## src/rtl/arbitro_memoria_if.sv

```systemverilog
// arbitro_memoria_if: CPU, video and RAM bus bundle for the memory arbiter.
// Signals keep the names of the arbiter's bus ports.
// Modports:
//   slave  - the arbiter: takes requests and memDatoIn, drives grants, read data and RAM controls.
//   master - the surroundings: CPU, video fetch and RAM.
interface arbitro_memoria_if #(parameter int ANCHO_DATO = 32, parameter int ANCHO_DIREC = 32);
  logic                   cpuReq;
  logic                   cpuWr;
  logic [ANCHO_DIREC-1:0] cpuDirec;
  logic [ANCHO_DATO-1:0]  cpuDatoIn;
  logic [ANCHO_DATO-1:0]  cpuDatoOut;
  logic                   cpuStall;
  logic                   vidReq;
  logic [ANCHO_DIREC-1:0] vidDirec;
  logic                   vidGnt;
  logic                   vidValid;
  logic [ANCHO_DATO-1:0]  vidDatoOut;
  logic [ANCHO_DIREC-1:0] memDirec;
  logic [ANCHO_DATO-1:0]  memDatoOut;
  logic                   memWr;
  logic [ANCHO_DATO-1:0]  memDatoIn;
  modport slave (
    input  cpuReq, cpuWr, cpuDirec, cpuDatoIn, vidReq, vidDirec, memDatoIn,
    output cpuDatoOut, cpuStall, vidGnt, vidValid, vidDatoOut, memDirec, memDatoOut, memWr
  );
  modport master (
    output cpuReq, cpuWr, cpuDirec, cpuDatoIn, vidReq, vidDirec, memDatoIn,
    input  cpuDatoOut, cpuStall, vidGnt, vidValid, vidDatoOut, memDirec, memDatoOut, memWr
  );
endinterface

```

## src/rtl/arbitro_memoria.sv

```systemverilog
// arbitro_memoria: shares one single-port synchronous RAM between a CPU load/store port and a read-only video fetch port.
// Ports: clk, rst (asynchronous, active high), bus (arbitro_memoria_if.slave: CPU, video and RAM signals).
// Optional macro ARBITRO_ANTIHAMBRE_EN adds an anti-starvation counter that forces a video grant
// after MAX_ESPERA consecutive denied video cycles; without it the CPU has strict priority.
module arbitro_memoria #(
  parameter int ANCHO_DATO  = 32,
  parameter int ANCHO_DIREC = 32,
  parameter int MAX_ESPERA  = 4
) (
  input logic              clk,
  input logic              rst,
  arbitro_memoria_if.slave bus
);
  typedef enum logic [1:0] {NINGUNO, DATO_CPU, DATO_VID} fase_t;
  localparam logic [ANCHO_DATO-1:0]  CERO_D = '0;
  localparam logic [ANCHO_DIREC-1:0] CERO_A = '0;
  fase_t fase_q, fase_d;
  logic  cpu_eleg, forzado, gnt_vid, gnt_cpu, esc_cpu;
  // a stalled CPU keeps its request up during its own data phase, so that cycle must not re-issue it
  assign cpu_eleg = bus.cpuReq && fase_q != DATO_CPU;
  assign gnt_vid  = bus.vidReq && (!cpu_eleg || forzado);
  assign gnt_cpu  = cpu_eleg && !gnt_vid;
  assign esc_cpu  = gnt_cpu && bus.cpuWr;
  assign fase_d   = gnt_vid ? DATO_VID : (gnt_cpu && !bus.cpuWr) ? DATO_CPU : NINGUNO;
  assign bus.memDirec   = gnt_vid ? bus.vidDirec : gnt_cpu ? bus.cpuDirec : CERO_A;
  assign bus.memWr      = esc_cpu;
  assign bus.memDatoOut = esc_cpu ? bus.cpuDatoIn : CERO_D;
  assign bus.vidGnt     = gnt_vid;
  assign bus.cpuStall   = cpu_eleg && !esc_cpu;
  assign bus.cpuDatoOut = fase_q == DATO_CPU ? bus.memDatoIn : CERO_D;
  assign bus.vidValid   = fase_q == DATO_VID;
  assign bus.vidDatoOut = fase_q == DATO_VID ? bus.memDatoIn : CERO_D;
  always_ff @(posedge clk or posedge rst)
    if (rst) fase_q <= NINGUNO;
    else     fase_q <= fase_d;
`ifdef ARBITRO_ANTIHAMBRE_EN
  localparam int CW = $clog2(MAX_ESPERA + 1);
  logic [CW-1:0] espera_q, espera_d;
  assign forzado  = espera_q >= CW'(MAX_ESPERA);
  // once saturated the next cycle with vidReq is a grant, which clears the count
  assign espera_d = (!bus.vidReq || gnt_vid) ? '0 : forzado ? espera_q : espera_q + 1'b1;
  always_ff @(posedge clk or posedge rst)
    if (rst) espera_q <= '0;
    else     espera_q <= espera_d;
`else
  assign forzado = 1'b0;
`endif
endmodule

```

## src/flat_wrapper.sv

```systemverilog
// flat-port wrapper written by rule: the top's interface ports become plain ports
module arbitro_memoria_flat 
#(
  parameter int ANCHO_DATO  = 32,
  parameter int ANCHO_DIREC = 32,
  parameter int MAX_ESPERA  = 4
)
  (clk, rst, bus_cpuReq, bus_cpuWr, bus_cpuDirec, bus_cpuDatoIn, bus_vidReq, bus_vidDirec, bus_memDatoIn, bus_cpuDatoOut, bus_cpuStall, bus_vidGnt, bus_vidValid, bus_vidDatoOut, bus_memDirec, bus_memDatoOut, bus_memWr);
  arbitro_memoria_if #(.ANCHO_DATO(ANCHO_DATO), .ANCHO_DIREC(ANCHO_DIREC)) bus_i ();
  input logic clk;
  input logic rst;
  input wire logic [$bits(bus_i.cpuReq)-1:0] bus_cpuReq;
  input wire logic [$bits(bus_i.cpuWr)-1:0] bus_cpuWr;
  input wire logic [$bits(bus_i.cpuDirec)-1:0] bus_cpuDirec;
  input wire logic [$bits(bus_i.cpuDatoIn)-1:0] bus_cpuDatoIn;
  input wire logic [$bits(bus_i.vidReq)-1:0] bus_vidReq;
  input wire logic [$bits(bus_i.vidDirec)-1:0] bus_vidDirec;
  input wire logic [$bits(bus_i.memDatoIn)-1:0] bus_memDatoIn;
  output wire logic [$bits(bus_i.cpuDatoOut)-1:0] bus_cpuDatoOut;
  output wire logic [$bits(bus_i.cpuStall)-1:0] bus_cpuStall;
  output wire logic [$bits(bus_i.vidGnt)-1:0] bus_vidGnt;
  output wire logic [$bits(bus_i.vidValid)-1:0] bus_vidValid;
  output wire logic [$bits(bus_i.vidDatoOut)-1:0] bus_vidDatoOut;
  output wire logic [$bits(bus_i.memDirec)-1:0] bus_memDirec;
  output wire logic [$bits(bus_i.memDatoOut)-1:0] bus_memDatoOut;
  output wire logic [$bits(bus_i.memWr)-1:0] bus_memWr;
  assign bus_i.cpuReq = bus_cpuReq;
  assign bus_i.cpuWr = bus_cpuWr;
  assign bus_i.cpuDirec = bus_cpuDirec;
  assign bus_i.cpuDatoIn = bus_cpuDatoIn;
  assign bus_i.vidReq = bus_vidReq;
  assign bus_i.vidDirec = bus_vidDirec;
  assign bus_i.memDatoIn = bus_memDatoIn;
  assign bus_cpuDatoOut = bus_i.cpuDatoOut;
  assign bus_cpuStall = bus_i.cpuStall;
  assign bus_vidGnt = bus_i.vidGnt;
  assign bus_vidValid = bus_i.vidValid;
  assign bus_vidDatoOut = bus_i.vidDatoOut;
  assign bus_memDirec = bus_i.memDirec;
  assign bus_memDatoOut = bus_i.memDatoOut;
  assign bus_memWr = bus_i.memWr;
  arbitro_memoria #(.ANCHO_DATO(ANCHO_DATO), .ANCHO_DIREC(ANCHO_DIREC), .MAX_ESPERA(MAX_ESPERA)) u_core (.clk(clk), .rst(rst), .bus(bus_i));
endmodule
```

## config.mk

```make
export PLATFORM = sky130hd
export DESIGN_NAME = arbitro_memoria_flat
export DESIGN_NICKNAME = d
export VERILOG_FILES = /design/src/rtl/arbitro_memoria_if.sv /design/src/rtl/arbitro_memoria.sv /design/src/flat_wrapper.sv
export SDC_FILE = /design/constraint.sdc
export NUM_CORES = 1
export LEC_CHECK = 0
export CORE_AREA = 2 2 104 106
export CTS_CLUSTER_DIAMETER = 80
export DETAILED_ROUTE_END_ITERATION = 6
export DIE_AREA = 0 0 106 108
export SLEW_MARGIN = 20
export SYNTH_ARGS = -nofsm -noshare
export SYNTH_HDL_FRONTEND = slang
export SYNTH_SLANG_ARGS = --single-unit
```

## constraint.sdc

```tcl
create_clock -name clk -period 1.85 [get_ports clk]
set_clock_uncertainty 0.1 [all_clocks]
set_input_delay 0.37 -clock clk [delete_from_list [all_inputs] [get_ports clk]]
set_output_delay 0.37 -clock clk [all_outputs]
set_load 0.005 [all_outputs]
```

## Word level (Yosys, flattened, before mapping)

Index checks and enable logic that the tools add are counted.

- Latch bits: 0
- Memory bits (read-only): 0
- Bits of input ports: 133
- RAM bits: 0
- Register bits: 2
- Memories kept: 0

- Multiplexer cells: 7
- Add/sub/neg operators: 0
- Equal/unequal tests: 3
- Bitwise operators: 0
- $lt $le $gt $ge: 0
- Reduce and logical (&&, ||, !) cells: 10
- Multipliers: 0
- Shift operators: 0
- Div/mod/pow operators: 0

Operator list:

| operator | count |
|---|---|
| $mux W32 | 5 |
| $logic_and A1 B1 Y1 | 6 |
| $logic_not A1 Y1 | 4 |
| $eq A2 B1 Y1 const B | 1 |
| $eq A2 B2 Y1 const B | 1 |
| $mux W2 | 1 |
| $ne A2 B1 Y1 const B | 1 |
| $mux W1 | 1 |

## Depth between registers and ports, before layout

- Depth in word-level cells: 9
- Gate-level depth with buffers: 6
- Depth with buffers taken out: 3

## Worst setup path after synthesis

Ideal clock, no wire load.

- Path type: register to output
- From: reg u_core.fase_q[1]
- To: out bus_memDirec[10]
- Path slack: 0.224 ns
- Data arrival time: 1.156 ns
- Stages on the path, launching flop included: 7
- Required time: 1.380 ns
- Path through: dfrtp_1 > nand2b_4 > buf_6 > and2_4 > buf_6 > buf_6 > o21ai_2

- Word-level cells in the longest chain between the ends: 8

Ends and longest elaborated chain:

| what | line | source |
|---|---|---|
| start: declaration | arbitro_memoria.sv:17 | `fase_t fase_q, fase_d;` |
| start signal: assignment | arbitro_memoria.sv:35 | `else fase_q <= fase_d;` |
| $ne A2 B1 Y1 * | arbitro_memoria.sv:20 | `assign cpu_eleg = bus.cpuReq && fase_q != DATO_CPU;` |
| $logic_and A1 B1 Y1 * | arbitro_memoria.sv:20 |  |
| $logic_not A1 Y1 | arbitro_memoria.sv:21 | `assign gnt_vid = bus.vidReq && (!cpu_eleg \|\| forzado);` |
| $logic_and A1 B1 Y1 | arbitro_memoria.sv:21 |  |
| $logic_not A1 Y1 | arbitro_memoria.sv:22 | `assign gnt_cpu = cpu_eleg && !gnt_vid;` |
| $logic_and A1 B1 Y1 | arbitro_memoria.sv:22 |  |
| $mux W32 | arbitro_memoria.sv:25 | `assign bus.memDirec = gnt_vid ? bus.vidDirec : gnt_cpu ? bus.cpuDirec : CERO_A;` |
| $mux W32 * | arbitro_memoria.sv:25 |  |
| end: declaration | flat_wrapper.sv:24 | `output wire logic [$bits(bus_i.memDirec)-1:0] bus_memDirec;` |

Mark *: on every way between the ends. The rest lies on a longest branch, timed or not.

## Worst setup path in the final report

- From: reg u_core.fase_q[1]
- To: out bus_memDatoOut[20]

- Word-level cells in the longest chain between the ends: 8

Ends and longest elaborated chain:

| what | line | source |
|---|---|---|
| $ne A2 B1 Y1 * | arbitro_memoria.sv:20 |  |
| $logic_and A1 B1 Y1 * | arbitro_memoria.sv:20 |  |
| $logic_not A1 Y1 | arbitro_memoria.sv:21 |  |
| $logic_and A1 B1 Y1 | arbitro_memoria.sv:21 |  |
| $logic_not A1 Y1 | arbitro_memoria.sv:22 |  |
| $logic_and A1 B1 Y1 * | arbitro_memoria.sv:22 |  |
| $logic_and A1 B1 Y1 * | arbitro_memoria.sv:23 | `assign esc_cpu = gnt_cpu && bus.cpuWr;` |
| $mux W32 * | arbitro_memoria.sv:27 | `assign bus.memDatoOut = esc_cpu ? bus.cpuDatoIn : CERO_D;` |
| end: declaration | flat_wrapper.sv:25 | `output wire logic [$bits(bus_i.memDatoOut)-1:0] bus_memDatoOut;` |

Marks and branches as above.

==> flow_results.xml <==
<?xml version="1.0" encoding="UTF-8"?>
<metrics>
  <group name="status">
    <metric name="outcome" unit="">finished with violations</metric>
    <metric name="violations" unit="">negative setup slack</metric>
  </group>
  <group name="place">
    <metric name="detailed_place_hpwl" unit="um">7517</metric>
    <metric name="numPortBuffers" unit="">264</metric>
    <metric name="place_congestion" unit="">0.7610</metric>
    <metric name="placed_cells" unit="">618</metric>
  </group>
  <group name="logic_synthesis">
    <metric name="synth_edf_count" unit="">0</metric>
    <metric name="post_synth_num_cell_types" unit="">16</metric>
    <metric name="synth_area" unit="mm2">0.001409</metric>
    <metric name="synth_top_area_share" unit="%">42.63</metric>
    <metric name="yosysSeqAreaShare" unit="%">3.552</metric>
    <metric name="synthFlopType" unit="">dfrtp_1</metric>
    <metric name="synthCells" unit="">228</metric>
    <metric name="yosysMostFrequentCell" unit="">and2_1</metric>
    <metric name="synthesis.nets" unit="">361</metric>
    <metric name="async_reset_ff_share" unit="%">100.0</metric>
    <metric name="seq_cells_post_synth" unit="">2</metric>
    <metric name="synth.top_cells.by_count" unit="">96 x and2_1, 32 x nand2_1, 32 x nand3_1</metric>
    <metric name="yosys-top-cells-area" unit="">and2_1 43%, o21ai_2 19%, nand3_1 11%</metric>
    <metric name="yosys_warnings" unit="">0</metric>
    <metric name="netlist.top_cell.by_area" unit="">and2_1</metric>
    <metric name="avgSynthCellArea" unit="um2">6.179</metric>
  </group>
  <group name="finish">
    <metric name="max_flop_register" unit="">u_core.fase_q</metric>
    <metric name="synthToLayoutAreaGrowth" unit="%">248.0</metric>
    <metric name="final_nets" unit="">665</metric>
    <metric name="reg_top3" unit="">u_core.fase_q x2</metric>
    <metric name="largest_register_ff_count" unit="">2</metric>
    <metric name="finish.utilization" unit="%">47.91</metric>
    <metric name="diodes" unit="">0</metric>
    <metric name="post_layout_nonfiller_instances" unit="">666</metric>
    <metric name="layout-drive-gt1-share" unit="%">56.98</metric>
  </group>
  <group name="global_routing">
    <metric name="grt_start_max_net_pins" unit="">33</metric>
    <metric name="antenna_found_initial" unit="">0</metric>
    <metric name="grt_pass1_vias" unit="">2726</metric>
    <metric name="globalRouteTotalUtil" unit="%">17.62</metric>
    <metric name="grt_overflow_total" unit="">0</metric>
    <metric name="wire_length_of_the_first_global_routing_pass" unit="um">15730</metric>
  </group>
  <group name="pwr">
    <metric name="totalPowerFinal" unit="mW">1.328</metric>
    <metric name="p_switching" unit="mW">0.4125</metric>
    <metric name="power.clock.fraction" unit="%">12.9</metric>
    <metric name="seq_power_share" unit="%">3.7</metric>
    <metric name="netSwitchingFraction" unit="%">31.07</metric>
    <metric name="ir_worst_vdd" unit="uV">95.91</metric>
    <metric name="cellLeakagePower" unit="nW">2.349</metric>
    <metric name="comb_power_share" unit="%">83.4</metric>
    <metric name="power-per-cell-area" unit="mW/mm2">270.9</metric>
    <metric name="power_report.internal_total" unit="mW">0.9154</metric>
  </group>
  <group name="floorplan">
    <metric name="floorplan.core_area" unit="mm2">0.01023</metric>
    <metric name="floorplan.initialDensity" unit="%">13.77</metric>
    <metric name="die_h" unit="um">108</metric>
    <metric name="placement_rows" unit="">37</metric>
    <metric name="io_pins" unit="">265</metric>
    <metric name="design.die.area" unit="mm2">0.01145</metric>
    <metric name="die_x" unit="um">106</metric>
  </group>
  <group name="clocking">
    <metric name="worst_skew_pair.late_latency" unit="ns">0.21</metric>
    <metric name="cts-root-buf" unit="">clkbuf_8</metric>
    <metric name="cts_stage_hold_buffer_count" unit="">0</metric>
    <metric name="clock-sinks" unit="">2</metric>
    <metric name="cts_clock_pin_slew_for_the_worst_setup_and_hold_paths" unit="ns">0.03</metric>
    <metric name="htree_num_levels" unit="">1</metric>
    <metric name="clock_tree.buffer_depth" unit="">2</metric>
    <metric name="cts_tree" unit="">built</metric>
    <metric name="numCtsBuffers" unit="">3</metric>
  </group>
  <group name="timing">
    <metric name="timing.slew.headroom" unit="%">82.82</metric>
    <metric name="max_slew.worst_pin.slew" unit="ns">0.2577</metric>
    <metric name="layout_min_cycle_time" unit="ns">1.987</metric>
    <metric name="post-route-period-util" unit="%">107.4</metric>
    <metric name="grt_setup_unrepaired" unit="">yes</metric>
    <metric name="report.final.hold_viol_count" unit="">0</metric>
    <metric name="final_critical_path_setup_slack" unit="ns">-0.1373</metric>
    <metric name="maxClockFrequency" unit="GHz">0.5032</metric>
    <metric name="report.final.setup_viol" unit="">59</metric>
    <metric name="final-max-slew-violation-count" unit="">0</metric>
  </group>
  <group name="drt">
    <metric name="via_count" unit="">2780</metric>
    <metric name="route.final.wire_length" unit="um">10890</metric>
    <metric name="route.antenna.remaining_nets" unit="">0</metric>
    <metric name="post_drt_wl_per_cell" unit="um">16.35</metric>
    <metric name="detail_route.vias_per_cell" unit="">4.174</metric>
    <metric name="post-route-drc-count" unit="">0</metric>
    <metric name="dr.first_iter.drc_count" unit="">125</metric>
    <metric name="dr.pass1.iters" unit="">5</metric>
  </group>
  <group name="worst_setup_path">
    <metric name="critical_path.max_fanout" unit="">5</metric>
    <metric name="critical_path.endpoint_type" unit="">primary output</metric>
    <metric name="cp_data_arrival_time" unit="ns">1.52</metric>
    <metric name="required" unit="ns">1.38</metric>
    <metric name="critPathLaunchType" unit="">flip-flop</metric>
    <metric name="type_of_the_worst_setup_path" unit="">flip-flop to primary output</metric>
  </group>
  <group name="run">
    <metric name="max-cap-violations" unit="">0</metric>
  </group>
  <group name="hold_path">
    <metric name="hold_path_class" unit="">input pin to asynchronous set/reset pin</metric>
  </group>
</metrics>
-- through the flow --
step	hold slack [ns]	TNS (ns)	area, um2	setup slack (ns)
finish	0.2182	-2.818	4902	-0.1373
global route	0.2406	-7.242	4902	-0.1899
CTS	0.2198	-5.537	4524	-0.1967
detailed placement	0.4424	-42.59	4237	-0.5987
global placement	0.4332	-39.36	4237	-0.5521
floorplan	0.01118	0	1409	0.2238
-- worst max-delay path, cell delays in order, from the launching register on --
cell	delay [ns]
dfrtp_1	0.37
nand2b_4	0.18
buf_12	0.13
and3_4	0.16
buf_12	0.13
buf_6	0.10
and2_4	0.12
buf_6	0.10
-- power by group through the flow --
stage	sequential (mW)	clock [mW]	combinational, mW
finish	0.0492	0.172	1.11
global route	0.0496	0.185	1.18
CTS	0.0492	0.177	1.03
detailed placement	0.0493	0	0.919
global placement	0.0492	0	0.913
floorplan	0.0492	0	0.273
-- path summary, 6_finish.rpt --
check	startpoint	endpoint	slack, ns	cells after the start
setup / recovery	u_core.fase_q[1]	bus_memDatoOut[20]	-0.14	7
setup reg to reg	u_core.fase_q[0]	u_core.fase_q[1]	0.57	5
max in group asynchronous	rst	u_core.fase_q[0]	1.32	2
hold / removal	rst	u_core.fase_q[1]	0.22	2
hold reg to reg	u_core.fase_q[0]	u_core.fase_q[0]	0.90	4
min in group clk	bus_cpuWr	u_core.fase_q[0]	0.65	3
-- layout make-up --
| type | instances | area [um2] |
|---|---|---|
| inverters | 1 | 3.754 |
| well taps | 136 | 170.2 |
| flip-flops and latches | 2 | 50.05 |
| clock buffers | 3 | 41.29 |
| repair buffers | 320 | 3167 |
| multi-input cells | 204 | 1470 |
| fillers | 1000 | 5329 |
-- per-layer routing --
metal,up-vias,global-route usage [%],share of wire [%]
li1,1345,-,-
met1,1292,19.48,36
met2,135,34.47,55
met3,8,3.496,7.1
met4,0,4.135,1.2
met5,-,0,0
-- cell usage in the layout, fill, tap and decap left out, drive strengths merged --
cell type	n
and2	97
and2b	1
and3	5
buf	180
bufbuf	1
clkbuf	8
clkdlybuf4s15	4
clkdlybuf4s50	129
dfrtp	2
dlygate4sd2	1
inv	1
nand2	32
nand2b	1
nand3	32
nor2b	4
o21ai	32
-- cell families after synthesis --
group / share of synthesized area [%]
buffers and inverters: 9.857
and+or+nand+nor: 67.23
DFF: 3.553
AOI/OAI and AO/OA: 19.36
-- timing repair --
item                       4_1_cts  5_1_grt
setup endpoints to repair      132      117
buffers inserted                39        3
gates cloned                    13        0
pin swaps                       63       41
resized for setup              616      127
No activity file was read; power rests on OpenSTA's default activity.
